==> config.mk <==
export PLATFORM = sky130hd
export DESIGN_NAME = mat_tx_streamer
export DESIGN_NICKNAME = d
export VERILOG_FILES = /design/src/rtl/mat_tx_streamer.sv
export SDC_FILE = /design/constraint.sdc
export NUM_CORES = 1
export LEC_CHECK = 0
export CAP_MARGIN = 30
export CELL_PAD_IN_SITES_DETAIL_PLACEMENT = 1
export CELL_PAD_IN_SITES_GLOBAL_PLACEMENT = 1
export CORE_MARGIN = 4
export CORE_UTILIZATION = 45
export DETAILED_ROUTE_END_ITERATION = 10
export PLACE_DENSITY_LB_ADDON = 0.1
export SYNTH_ARGS = -nofsm -noshare
export SYNTH_HDL_FRONTEND = slang
export SYNTH_SLANG_ARGS = --single-unit
==> constraint.sdc <==
create_clock -name clk -period 7.1 [get_ports clk]
set_input_delay 0.71 -clock clk [delete_from_list [all_inputs] [get_ports clk]]
set_output_delay 0.71 -clock clk [all_outputs]
set_load 0.01 [all_outputs]
==> src/rtl/mat_tx_streamer.sv <==
// mat_tx_streamer -- streams a ROWS x COLS matrix of DW-bit elements from a
// synchronous-read memory to a byte-wide transmitter, LSB byte first, in
// row-major or column-major order, with a valid/ready byte handshake.
//
// Latency: launch lands 2 edges after start is first sampled high.
//   Each element then costs FETCH + LOAD + one cycle per byte while
//   tx_ready is held high, followed by a single DONE cycle.
// Backpressure: tx_valid is held high with tx_data stable until
//   tx_valid & tx_ready. No new read is issued until the current element's
//   bytes have all been accepted.
//
// Optional feature macro: MAT_TX_HEADER_EN. When defined, ROWS[7:0] and then
//   COLS[7:0] are sent as a two-byte header before the first element.
//
// Ports:
//   clk, rst         clock and async active-high reset
//   start, col_major launch request (level, may be async) and order select
//   rd_en, rd_addr   memory read strobe/address; rd_data valid next cycle
//   tx_valid/tx_data byte offered to the transmitter; tx_ready accepts it
//   busy, done       status: busy from launch to end of DONE, done pulse
module mat_tx_streamer #(
  parameter int ROWS = 2,
  parameter int COLS = 2,
  parameter int DW   = 8,
  parameter int AW   = 6
) (
  input  logic          clk,
  input  logic          rst,
  input  logic          start,
  input  logic          col_major,
  output logic          rd_en,
  output logic [AW-1:0] rd_addr,
  input  logic [DW-1:0] rd_data,
  output logic          tx_valid,
  output logic [7:0]    tx_data,
  input  logic          tx_ready,
  output logic          busy,
  output logic          done
);

  localparam int NB = DW / 8;

  typedef enum logic [2:0] {
    S_IDLE,
    S_HDR,
    S_FETCH,
    S_LOAD,
    S_SEND,
    S_DONE
  } state_t;

  state_t        r_state;
  logic          r_s1, r_s2, r_s3;
  logic          r_col_major;
  logic [7:0]    r_row, r_col;
  logic [DW-1:0] r_shreg;
  logic [2:0]    r_byte_cnt;
`ifdef MAT_TX_HEADER_EN
  logic          r_hdr_idx;
`endif

  logic       w_launch;
  logic       w_xfer;
  logic       w_last_byte;
  logic       w_row_end, w_col_end, w_last_elem;
  logic [7:0] w_nrow, w_ncol;

  // s1 is the metastability flop; the edge is detected between s2 and s3.
  assign w_launch    = r_s2 & ~r_s3 & (r_state == S_IDLE);
  assign w_xfer      = tx_valid & tx_ready;
  assign w_last_byte = (r_byte_cnt == 3'(NB - 1));
  assign w_row_end   = (r_row == 8'(ROWS - 1));
  assign w_col_end   = (r_col == 8'(COLS - 1));
  // The final element is (ROWS-1, COLS-1) in both orders.
  assign w_last_elem = w_row_end & w_col_end;

  // Next element coordinates; the inner counter depends on the order latched at launch.
  always_comb begin
    w_nrow = r_row;
    w_ncol = r_col;
    if (!r_col_major) begin
      if (w_col_end) begin
        w_ncol = 8'd0;
        w_nrow = r_row + 8'd1;
      end else begin
        w_ncol = r_col + 8'd1;
      end
    end else begin
      if (w_row_end) begin
        w_nrow = 8'd0;
        w_ncol = r_col + 8'd1;
      end else begin
        w_nrow = r_row + 8'd1;
      end
    end
  end

  always_ff @(posedge clk or posedge rst) begin
    if (rst) begin
      r_state     <= S_IDLE;
      r_s1        <= 1'b0;
      r_s2        <= 1'b0;
      r_s3        <= 1'b0;
      r_col_major <= 1'b0;
      r_row       <= 8'd0;
      r_col       <= 8'd0;
      r_shreg     <= '0;
      r_byte_cnt  <= 3'd0;
`ifdef MAT_TX_HEADER_EN
      r_hdr_idx   <= 1'b0;
`endif
      rd_en       <= 1'b0;
      rd_addr     <= '0;
      tx_valid    <= 1'b0;
      tx_data     <= 8'd0;
      busy        <= 1'b0;
      done        <= 1'b0;
    end else begin
      r_s1 <= start;
      r_s2 <= r_s1;
      r_s3 <= r_s2;

      case (r_state)
        S_IDLE: begin
          if (w_launch) begin
            busy        <= 1'b1;
            r_col_major <= col_major;
            r_row       <= 8'd0;
            r_col       <= 8'd0;
            rd_addr     <= '0;
`ifdef MAT_TX_HEADER_EN
            r_state     <= S_HDR;
            r_hdr_idx   <= 1'b0;
            tx_valid    <= 1'b1;
            tx_data     <= 8'(ROWS);
`else
            r_state     <= S_FETCH;
            rd_en       <= 1'b1;
`endif
          end
        end

`ifdef MAT_TX_HEADER_EN
        S_HDR: begin
          if (w_xfer) begin
            if (!r_hdr_idx) begin
              r_hdr_idx <= 1'b1;
              tx_data   <= 8'(COLS);
            end else begin
              tx_valid  <= 1'b0;
              rd_en     <= 1'b1;
              r_state   <= S_FETCH;
            end
          end
        end
`endif

        S_FETCH: begin
          rd_en   <= 1'b0;
          r_state <= S_LOAD;
        end

        // rd_data is valid now (one cycle after rd_en); present byte 0 straight away.
        S_LOAD: begin
          r_shreg    <= rd_data;
          r_byte_cnt <= 3'd0;
          tx_data    <= rd_data[7:0];
          tx_valid   <= 1'b1;
          r_state    <= S_SEND;
        end

        S_SEND: begin
          if (w_xfer) begin
            r_shreg    <= r_shreg >> 8;
            tx_data    <= 8'(r_shreg >> 8);
            r_byte_cnt <= r_byte_cnt + 3'd1;
            if (w_last_byte) begin
              tx_valid <= 1'b0;
              if (w_last_elem) begin
                done    <= 1'b1;
                r_state <= S_DONE;
              end else begin
                r_row   <= w_nrow;
                r_col   <= w_ncol;
                rd_addr <= AW'(16'(w_nrow) * 16'(COLS) + 16'(w_ncol));
                rd_en   <= 1'b1;
                r_state <= S_FETCH;
              end
            end
          end
        end

        S_DONE: begin
          done    <= 1'b0;
          busy    <= 1'b0;
          r_state <= S_IDLE;
        end

        default: r_state <= S_IDLE;
      endcase
    end
  end

endmodule

Word-level counts from Yosys, hierarchy flattened
Cells that the tools add are included.
W data, S select, Z words.
{"block": "totals", "reg_bits": 44, "input_bits": 13, "out_inout_bits": 18, "elab_cells": 91}
{"block": "classes", "n_addsub": 4, "eq_ne": 11, "muxes": 42, "n_bitwise": 5, "reduce_logical": 15}
{"op": "$mux W8", "count": 14}
{"op": "$pmux W8 S2", "count": 3}
{"op": "$mux W6", "count": 4}
{"op": "$add A8 B1 Y8 const B", "count": 2}
{"op": "$eq A8 B1 Y1 const B", "count": 2}
{"op": "$mux W3", "count": 5}
{"op": "$pmux W3 S4", "count": 1}
{"op": "$pmux W6 S2", "count": 1}
{"op": "$ne A2 B2 Y1 const B", "count": 5}
{"op": "$reduce_and A5 Y1", "count": 2}
{"op": "$mux W1", "count": 9}
{"op": "$reduce_bool A2 Y1", "count": 4}
{"op": "$add A6 B6 Y6", "count": 1}
{"op": "$eq A3 B2 Y1 const B", "count": 2}
{"op": "$eq A3 B3 Y1 const B", "count": 2}
{"op": "$logic_not A3 Y1", "count": 2}
{"op": "$pmux W1 S2", "count": 3}
{"op": "$pmux W3 S2", "count": 1}
{"op": "$reduce_and A2 Y1", "count": 3}
{"op": "$reduce_and A3 Y1", "count": 2}
{"op": "$and A1 B1 Y1", "count": 4}
{"op": "$reduce_and A4 Y1", "count": 1}
{"op": "$add A3 B1 Y3 const B", "count": 1}
{"op": "$pmux W1 S3", "count": 1}
{"op": "other kinds (2)", "count": 2}

Longest topological paths before layout
{"block": "logic_depth", "word_depth": 8, "mapped_depth": 16}

Worst setup path before layout
Ideal clock, no wire load.
{"block": "synth_path", "kind": "register to register", "startpoint": "reg r_col[1]", "endpoint": "reg rd_addr[5]", "arrival_time_ns": 3.008, "t_required_ns": 7.024, "slack_ns": 4.016, "path_stages_with_launch": 16, "period_less_slack_ns": 3.084, "cell_sequence": "dfrtp_1 -> inv_1 -> ha_1 -> or4b_4 -> o41a_4 -> a21o_2 -> buf_4 -> o21ai_0 -> ha_1 -> inv_1 -> fa_1 -> inv_1 -> a21o_1 -> a21oi_1 -> xor3_1 -> o21ai_1"}
{"block": "synth_between", "elab_chain_len": 8, "elab_cells_between_ends": 15, "classes_between": "2 x add/sub; 2 x eq/ne; 9 x mux; 1 x bitwise; 1 x reduce/logical"}
{"element": "from (decl)", "line_no": "55", "rtl": "logic [7:0] r_row, r_col;"}
{"element": "from (signal assigned)", "line_no": "184", "rtl": "r_col <= w_ncol;"}
{"element": "$add A8 B1 Y8 or $eq A8 B1 Y1 (tied branches)", "line_no": "86, 91, 73"}
{"element": "$mux W8, on equally long branches", "line_no": "82, 89"}
{"element": "$mux W8", "line_no": "81", "rtl": "if (!r_col_major) begin"}
{"element": "$add A6 B6 Y6", "line_no": "185", "rtl": "rd_addr <= AW'(16'(w_nrow) * 16'(COLS) + 16'(w_ncol));"}
{"element": "$mux W6", "line_no": "179", "rtl": "if (w_last_elem) begin"}
{"element": "$mux W6", "line_no": "177", "rtl": "if (w_last_byte) begin"}
{"element": "$mux W6", "line_no": "173", "rtl": "if (w_xfer) begin"}
{"element": "$pmux W6 S2", "line_no": "123", "rtl": "case (r_state)"}
{"element": "to (signal assigned)", "line_no": "185"}
{"element": "to (decl)", "line_no": "32", "rtl": "output logic [AW-1:0] rd_addr,"}
Several ways; a longest one is shown, not always the timed one. The select of a mux whose other input is x is not followed.
A chain may end at the register's enable or synchronous reset.

Final worst setup path
{"block": "layout_path", "startpoint": "reg r_row[0]", "endpoint": "reg rd_addr[5]"}
{"block": "layout_between", "elab_chain_len": 8, "elab_cells_between_ends": 15, "classes_between": "2 x add/sub; 2 x eq/ne; 9 x mux; 1 x bitwise; 1 x reduce/logical"}
{"element": "from (decl)", "line_no": "55"}
{"element": "from (signal assigned)", "line_no": "183", "rtl": "r_row <= w_nrow;"}
{"element": "$add A8 B1 Y8 or $eq A8 B1 Y1 (tied branches)", "line_no": "84, 93, 72"}
{"element": "$mux W8, on equally long branches", "line_no": "82, 89"}
{"element": "$mux W8", "line_no": "81"}
{"element": "$add A6 B6 Y6", "line_no": "185"}
{"element": "$mux W6", "line_no": "179"}
{"element": "$mux W6", "line_no": "177"}
{"element": "$mux W6", "line_no": "173"}
{"element": "$pmux W6 S2", "line_no": "123"}
Several ways; a longest one is shown, not always the timed one. The select of a mux whose other input is x is not followed.

==> summary.md <==
| Metric | Value |
|---|---|
| Status | finished, final reports clean |
| Placed inst area | 2763 sq um |
| Worst Hold Class | reg -> reg |
| Initial Utilization | between 40 and 50% |
| Clk sink count | 43 |
| Global route total overflow | 0 |
| DR WL/cell | around 18 microns |
| Syn Inst Count | between 200 and 300 |
| Post-synth EDFFs | 0 |
| Root buf cell | clkbuf_8 |
| Core Rows | 26 |
| Final GP Congestion | between 0.8 and 0.9 |
| CP endpoint kind | flip-flop |
| Crit path launch | r_row[0]$_DFFE_PP0P_ |
| Syn Area/Cell | a little under 10 sq um |
| Final cell count without fillers | between 300 and 400 |
| Vias per cell | ~5.8 |
| Post-Syn Nets | 278 |
| Nets@finish | a little over 300 |
| Ys Warns | 0 |
| Area leader, netlist | dfrtp_1 |
| Share of layout cells above drive strength 1 | around 7.5% |
| CTS tree | done |
| Crit path DAT | 3.81 ns |
| Total Die Area | ~6700 sq um |
| Initial antenna violation count | 0 |
| Final Max Slew Viols | 0 |
| Minimum clock period | 3.599 ns |
| Hold buffers post-CTS | 0 |
| DRT Pass-1 Iters | 4 |
| Met2 wire len | around 3100 microns |
| Leakage | roughly 1.3 nW |
| DRT iter0 DRCs | 64 |
| Final Total Pwr | roughly 420 uW |
| Worst IR Drop VDD | just over 0.1 mV |
| Layout Utilization | 54.90% |
| Metal3 WL | 202 microns |
| Core Area | 5205 sq um |
| CTS Buffer Depth | 2 |
| Seq/Total Area, Yosys | a little over two fifths |
| Setup TNS | 0 ns |
| Worst skew pair latency | just under 0.3 ns |
| Clk slew on worst S/H paths | 0.08 ns |
| Setup violations, final | 0 |
| R2R Path End | rd_addr[5]$_DFFE_PP0P_ |
| All-Layer GR Usage | ~22% |
| Crit path required time | roughly 7.3 ns |
| Most used DFF post-synth | dfrtp_1 |
| Worst setup path end | rd_addr[5]$_DFFE_PP0P_ |
| Die Ht | just over 80 microns |
| DRC Markers | 0 |
| FF+latch count, synth | 43 |
| Area Overhead vs Synth | 16.53% |
| FF-to-FF path depth | 13 |
| Worst r2r src | r_row[0]$_DFFE_PP0P_ |
| Final WL | ~6400 microns |
| Placed insts | between 300 and 400 |
| Highest routed layer | met4 |
| Max-Cap Viols | 0 |
| IO buf count | 30 |
| Final Hold Vio Count | 0 |
| Fmax | roughly 280 MHz |
| Critical Path Source Type | flip-flop |
| Num CTS Buffers | 5 |
| I/O pin cnt | 31 |
| RSZ-0062 raised after global routing | false |
| CP max FO | 12 |
| Min Hold Slack | roughly 0.36 ns |
| Final Instance Area | ~2900 sq um |
| Antenna diodes | 0 |
| Post-CTS setup buffer count | 0 |
| Clock Skews | roughly 0.0084 ns |
| Vias in the first global route | between 2000 and 2500 |
| Largest net degree at the start of global routing | 44 |
| Worst Tran Pin Value | roughly 0.83 ns |
| Global-route wire length before repair | between 10000 and 15000 microns |
| Post-CTS Resized | 0 |
| Max transition margin | around 44% |
| PD cells | roughly 150 nW/um^2 |
| Via count | approximately 2000 |
| Worst setup path class | reg -> reg |
| Leading cell type in the layout, fill and taps excluded | dfrtp_1 |
| CTS H-tree lvls | 2 |
| DRT met1 WL | between 3000 and 4000 microns |
| Async SR Flop Fraction | 100.0% |
| Worst R2R Setup Slack | ~3.5 ns |
| Yosys top cell area share | approximately 44% |
| Top cells by area, synth | dfrtp_1 44%, ha_1 5.1%, o21ai_0 5.1%, a21oi_1 3.7%, nand2_1 3.4% |
| Post-Syn Area | 2452 sq um |
| Final worst-path cycle share | about half |
| Dpl ws | 3.603 ns |
| Die W | 81.82 microns |
| Yosys cell types | 52 |
| Min setup slack post-route | between 3 and 4 ns |
| Remaining antenna violation count after routing | 0 |
| DPL Wire Length | roughly 4600 microns |
| Most frequent cells in the layout | 43 x dfrtp_1, 30 x clkdlybuf4s50_1, 25 x o21ai_0 |
## cells in the mapped netlist (2+ instances only)
cell	count
a22o_1	9
nand3_1	12
inv_1	13
or3_1	2
nand2b_1	3
and2_1	2
buf_2	3
nand2_1	22
o21ai_1	2
buf_6	2
dfrtp_1	43
a21oi_1	18
a21o_1	7
a21o_2	2
ha_1	10
nor3b_1	4
clkbuf_1	5
nor2_1	15
o211ai_1	2
or2_1	2
o31ai_1	6
xor2_1	5
buf_4	3
a311oi_1	2
o21ai_0	25
nor3_1	3
and3_1	7
## state kept, by name, indices dropped and copies added, names as in the netlist
register / cells
r_s1: 1
tx_data: 8
r_col: 7
r_s3: 1
r_s2: 1
r_state: 3
r_byte_cnt: 3
rd_addr: 6
done: 1
r_row: 8
tx_valid: 1
rd_en: 1
r_col_major: 1
busy: 1
## worst max-delay path, stage by stage, from the launching register on
cell,delay [ns]
dfrtp_1,0.48
ha_1,0.18
or4b_1,0.50
nor2_1,0.63
a21o_2,0.37
o21ai_0,0.11
ha_1,0.22
inv_1,0.07
fa_1,0.20
inv_1,0.05
a21o_1,0.15
a21oi_1,0.18
xor3_1,0.24
o21ai_1,0.12
## report_power, final
group          switching [mW]  leakage [nW]  internal, mW
Combinational         0.00623         0.696       0.00646
Clock                  0.0821        0.0484        0.0797
Sequential           0.000266         0.568         0.245
Total                  0.0886          1.31         0.332
## worst min path at each step
stage / cells past startpoint / from / end
finish: 0 / r_s1$_DFF_PP0_ / r_s2$_DFF_PP0_
global placement: 0 / r_s1$_DFF_PP0_ / r_s2$_DFF_PP0_
floorplan: 0 / r_s1$_DFF_PP0_ / r_s2$_DFF_PP0_
global route: 0 / r_s1$_DFF_PP0_ / r_s2$_DFF_PP0_
CTS: 0 / r_s1$_DFF_PP0_ / r_s2$_DFF_PP0_
detailed placement: 0 / r_s1$_DFF_PP0_ / r_s2$_DFF_PP0_
## layer usage
| layer | vias up | track usage, % |
|---|---|---|
| met3 | 5 | 3.838 |
| met5 | - | 0 |
| li1 | 963 | - |
| met4 | 0 | 5.648 |
| met1 | 1029 | 29.91 |
| met2 | 28 | 34.98 |
## area by class of cell
class | instances | area, sq um
clock buffer | 7 | 86.33
clock inverter | 1 | 8.758
fill | 596 | 2347
inverter | 13 | 48.80
multi-input combinational | 184 | 1235
sequential | 43 | 1076
tap | 70 | 87.58
timing repair buffer | 32 | 315.3
## cell families (layout without fill, tap and decap cells)
family | Yosys count | count (layout) | share of synthesized area (%)
AOI/OAI and AO/OA | 80 | 80 | 21.33
xor gates and xnor gates | 6 | 6 | 2.755
adders and majority gates | 11 | 11 | 5.918
buffers and inverters | 27 | 53 | 5.765
DFF | 43 | 43 | 43.88
muxes | 1 | 1 | 0.4082
and+or+nand+nor | 86 | 86 | 19.95
Note: power is estimated with default switching activity, not from simulation.
==> RTL edit 1: new RTL, config.mk and constraints unchanged <==
Change the parameter `AW` from 6 to 7.
--- a/src/rtl/mat_tx_streamer.sv
+++ b/src/rtl/mat_tx_streamer.sv
@@ -24,3 +24,3 @@
   parameter int DW   = 8,
-  parameter int AW   = 6
+  parameter int AW   = 7
 ) (
Interface: changed (resized rd_addr); port bits go from 31 to 32. The function was not compared with the original's and may differ.
==> RTL edit 1 against the original RTL <==
- final area grew 3.3%
- first-iteration DRC count shrank 17%
- synthesized cell count grew 1.2%
- sequential cell count grew 1
- fmax grew 8.1%
- wire length grew 1.3%
- via count grew 0.64%
- final cell count grew 2.6%
- worst setup slack gained 0.27 ns
- synthesized area grew 0.46%
Power is not compared: it rests on default switching activity, and its combinational part moved more than twofold at a synthesized area within 25%.
==> RTL edit 1: results <==
metrics = {
    "synth": {
        "async_flop_share": 1.00,
        "synth.mux.area_fraction": 0.00457,
        "synth_nets": 282,
        "synth-xor-area-share": 0.0411,
        "seq_area_frac_synth": 0.447,
        "yosysUniqueCellTypes": 50,
        "synth_compound_area_frac": 0.208,
        "synth_commonest_cells": "44 x dfrtp_1, 36 x nand2_1, 22 x o21ai_0",
        "synth_area_leaders": "dfrtp_1 45%, ha_1 5.6%, nand2_1 5.5%",
        "synth_fa_ha_area_frac": 0.0640,
    },
    "detailed_routing": {
        "drtIter0Drc": 53,
        "vias_per_cell": 5.68,
        "routed_wl_um": 6450,
    },
    "placed_design": {
        "place_area_um2": 2820,
        "portBuffers": 31,
        "place_congestion": 0.853,
        "dp.final_hpwl_um": 4640,
    },
    "critical_path": {
        "worstPathMaxFanout": 10,
        "path_delay_family": "compound AO/OA/AOI/OAI gates",
        "worstPathArrival_ns": 3.56,
        "max_stage_delay_ns": 0.43,
        "crit_slowest_cell": "dfrtp_1",
    },
    "global_route": {
        "grt_pass1_vias": 2132,
        "grt_max_degree": 45,
        "grt_pass1_wl_um": 10400,
        "grt_usage": 0.204,
    },
    "run_status": {
        "status": "finished clean",
    },
    "clock_network": {
        "clk_latency_ns": 0.30,
    },
    "cells_and_area": {
        "drive_gt1_frac": 0.0657,
        "largestRegisters": "r_row: 8 flops, tx_data: 8 flops",
        "nets": 313,
    },
    "sta": {
        "skew_ns": 0.00777,
        "tightestPinTransition_ns": 0.942,
    },
}
[RTL edit 1: final cells by class]
type                    instances  area, um^2
fillers                       583        2250
flip-flops and latches         44        1100
clock buffers                   6        72.6
inverters                      13        48.8
well taps                      70        87.6
repair buffers                 32         330
multi-input cells             192        1280
clock inverters                 2        35.0
[RTL edit 1: path summary, 6_finish.rpt]
| check | slack, ns | end | from | cells after the start |
|---|---|---|---|---|
| max | 3.77 | rd_addr[6] | r_col[1] | 13 |
| max reg2reg | 3.77 | rd_addr[6] | r_col[1] | 13 |
| max in group asynchronous | 5.95 | r_row[2] | rst | 3 |
| min | 0.36 | r_s2 | r_s1 | 0 |
| min reg2reg | 0.36 | r_s2 | r_s1 | 0 |
| min in group asynchronous | 0.68 | rd_addr[2] | rst | 2 |
[RTL edit 1: power by group through the flow]
stage,combinational (W),sequential [W],clock (W)
2_1_floorplan,0.000242,0.000364,0
5_1_grt,0.000439,0.000369,0.000209
3_3_place_gp,0.000383,0.000359,0
3_5_place_dp,0.000393,0.000364,0
6_report,0.000392,0.000361,0.000189
4_1_cts,0.000395,0.000359,0.000194
[RTL edit 1: metrics by stage]
stage          instances  setup WS, ns  hold WS [ns]
2_1_floorplan        257          4.21         0.331
3_3_place_gp         350          3.97         0.333
3_5_place_dp         350          3.78         0.344
4_1_cts              358          3.76         0.362
5_1_grt              359          3.46         0.381
6_report             359          3.77         0.364
[RTL edit 1: routing by layer]
layer  vias up  GRT usage  part of all wire
met3        11     0.0428             0.034
met4         0     0.0698             0.018
met5         -          0                 0
met1      1007      0.253              0.46
met2        36      0.351              0.49
li1        984          -                 -
==> RTL edit 2: new RTL, same flow settings <==
Without the edit above. Re-encode `state_t` (6 states) as one-hot, 6 bits wide.
--- a/src/rtl/mat_tx_streamer.sv
+++ b/src/rtl/mat_tx_streamer.sv
@@ -42,9 +42,9 @@
 
-  typedef enum logic [2:0] {
-    S_IDLE,
-    S_HDR,
-    S_FETCH,
-    S_LOAD,
-    S_SEND,
-    S_DONE
+  typedef enum logic [5:0] {
+    S_IDLE  = 6'b000001,
+    S_HDR   = 6'b000010,
+    S_FETCH = 6'b000100,
+    S_LOAD  = 6'b001000,
+    S_SEND  = 6'b010000,
+    S_DONE  = 6'b100000
   } state_t;
Behaviour: same outputs for any inputs over 10 cycles, from zero or initial values and one cycle with rst high; not proved beyond that.
==> RTL edit 2 against the original RTL <==
- synthesized area down 4.9%
- final area down 1.9%
- first-iteration DRC count up 47%
- sequential cell count up 2
- wire length down 14%
- fmax up 9.1%
- worst setup slack better by 0.30 ns
- via count down 11%
- critical path depth up 2
- utilization up 2.5 points
- die area down 4.4%
- power up 5.0%
==> RTL edit 2: results <==
metrics = {
    "global_route": {
        "grt_pass1_vias": 1903,
        "grt_use_met2": 0.299,
        "met1_usage": 0.264,
        "grt_usage": 0.188,
        "antenna_found_initial": 0,
        "grt_max_degree": 46,
        "met3_usage": 0.0339,
    },
    "synth": {
        "synth_nets": 247,
        "synth_commonest_cells": "44 x dfrtp_1, 19 x nand2_1, 16 x o21ai_0",
        "yosysUniqueCellTypes": 49,
        "netlist_instances": 223,
        "seq_area_frac_synth": 0.483,
        "synth_area_leaders": "dfrtp_1 47%, a22o_1 5.6%, ha_1 5.4%",
    },
    "critical_path": {
        "worstPathArrival_ns": 3.46,
        "max_stage_delay_ns": 0.44,
        "reg2regPathDepth": 15,
        "worstPathMaxFanout": 6,
        "critPathLaunch": "r_row[1]",
        "crit_slowest_cell": "nor4b_1",
    },
    "detailed_routing": {
        "drtIter0Drc": 94,
        "met3WireLength_um": 220,
        "wl_met1_um": 2650,
        "wl_met2_um": 2550,
        "dr_total_vias": 1805,
    },
    "power": {
        "p_leak_nw": 1.30,
        "irDropWorstVdd_mv": 0.102,
    },
    "sta": {
        "skew_ns": 0.0155,
        "tightestPinTransition_ns": 0.737,
        "hold_slack_ns": 0.362,
    },
    "placed_design": {
        "dp.final_hpwl_um": 4000,
        "place_congestion": 0.811,
        "dp.cells": 314,
        "pre_cts_ws_ns": 3.81,
        "portBuffers": 30,
    },
    "cells_and_area": {
        "drive_gt1_frac": 0.0859,
        "final_cells": 323,
    },
    "run_status": {
        "status": "finished clean",
    },
    "clock_network": {
        "clk_pin_slew_ns": 0.10,
    },
}
[RTL edit 2: cell types whose count changed after synthesis, sizes merged, moves of 4 or more]
cell   unedited run  this run
a22o              9        15
nand4             1         6
nor3b             4         0
o21ai            27        17
o31ai             6         0
nand3            12         8
nand2            23        19
a21oi            19        10
buf               8         4
[RTL edit 2: critical path, delay by kind of cell, from the launching register on]
kind,cells,cell delay (ns)
AOI/OAI and AO/OA,4,0.57
xor gates and xnor gates,2,0.40
DFF,1,0.42
and+or+nand+nor,3,0.95
buffers and inverters,3,0.22
adders and majority gates,3,0.59
[RTL edit 2: logic make-up after synthesis]
kind of cell | Yosys count | synth area share
simple gates | 72 | 0.173
compound gates | 63 | 0.189
flops | 45 | 0.483
buf+inv | 19 | 0.0365
xor+xnor | 12 | 0.0510
fa+ha+maj | 11 | 0.0622
mux | 1 | 0.00483
[RTL edit 2: power breakdown]
| group | switching [W] | leakage (nW) | total [W] | internal [W] |
|---|---|---|---|---|
| registers | 0.000000269 | 0.597 | 0.000257 | 0.000257 |
| logic | 0.00000638 | 0.654 | 0.0000135 | 0.00000715 |
| clock network | 0.0000905 | 0.0478 | 0.000171 | 0.0000802 |
| total | 0.0000972 | 1.30 | 0.000441 | 0.000344 |
[RTL edit 2: final cells by class]
type | instances | area, um^2 | area share
clock inverters | 2 | 16.3 | 0.00580
repair buffers | 32 | 328 | 0.117
inverters | 12 | 45.0 | 0.0161
clock buffers | 6 | 82.6 | 0.0295
multi-input cells | 159 | 1120 | 0.400
well taps | 67 | 83.8 | 0.0299
flip-flops and latches | 45 | 1130 | 0.402
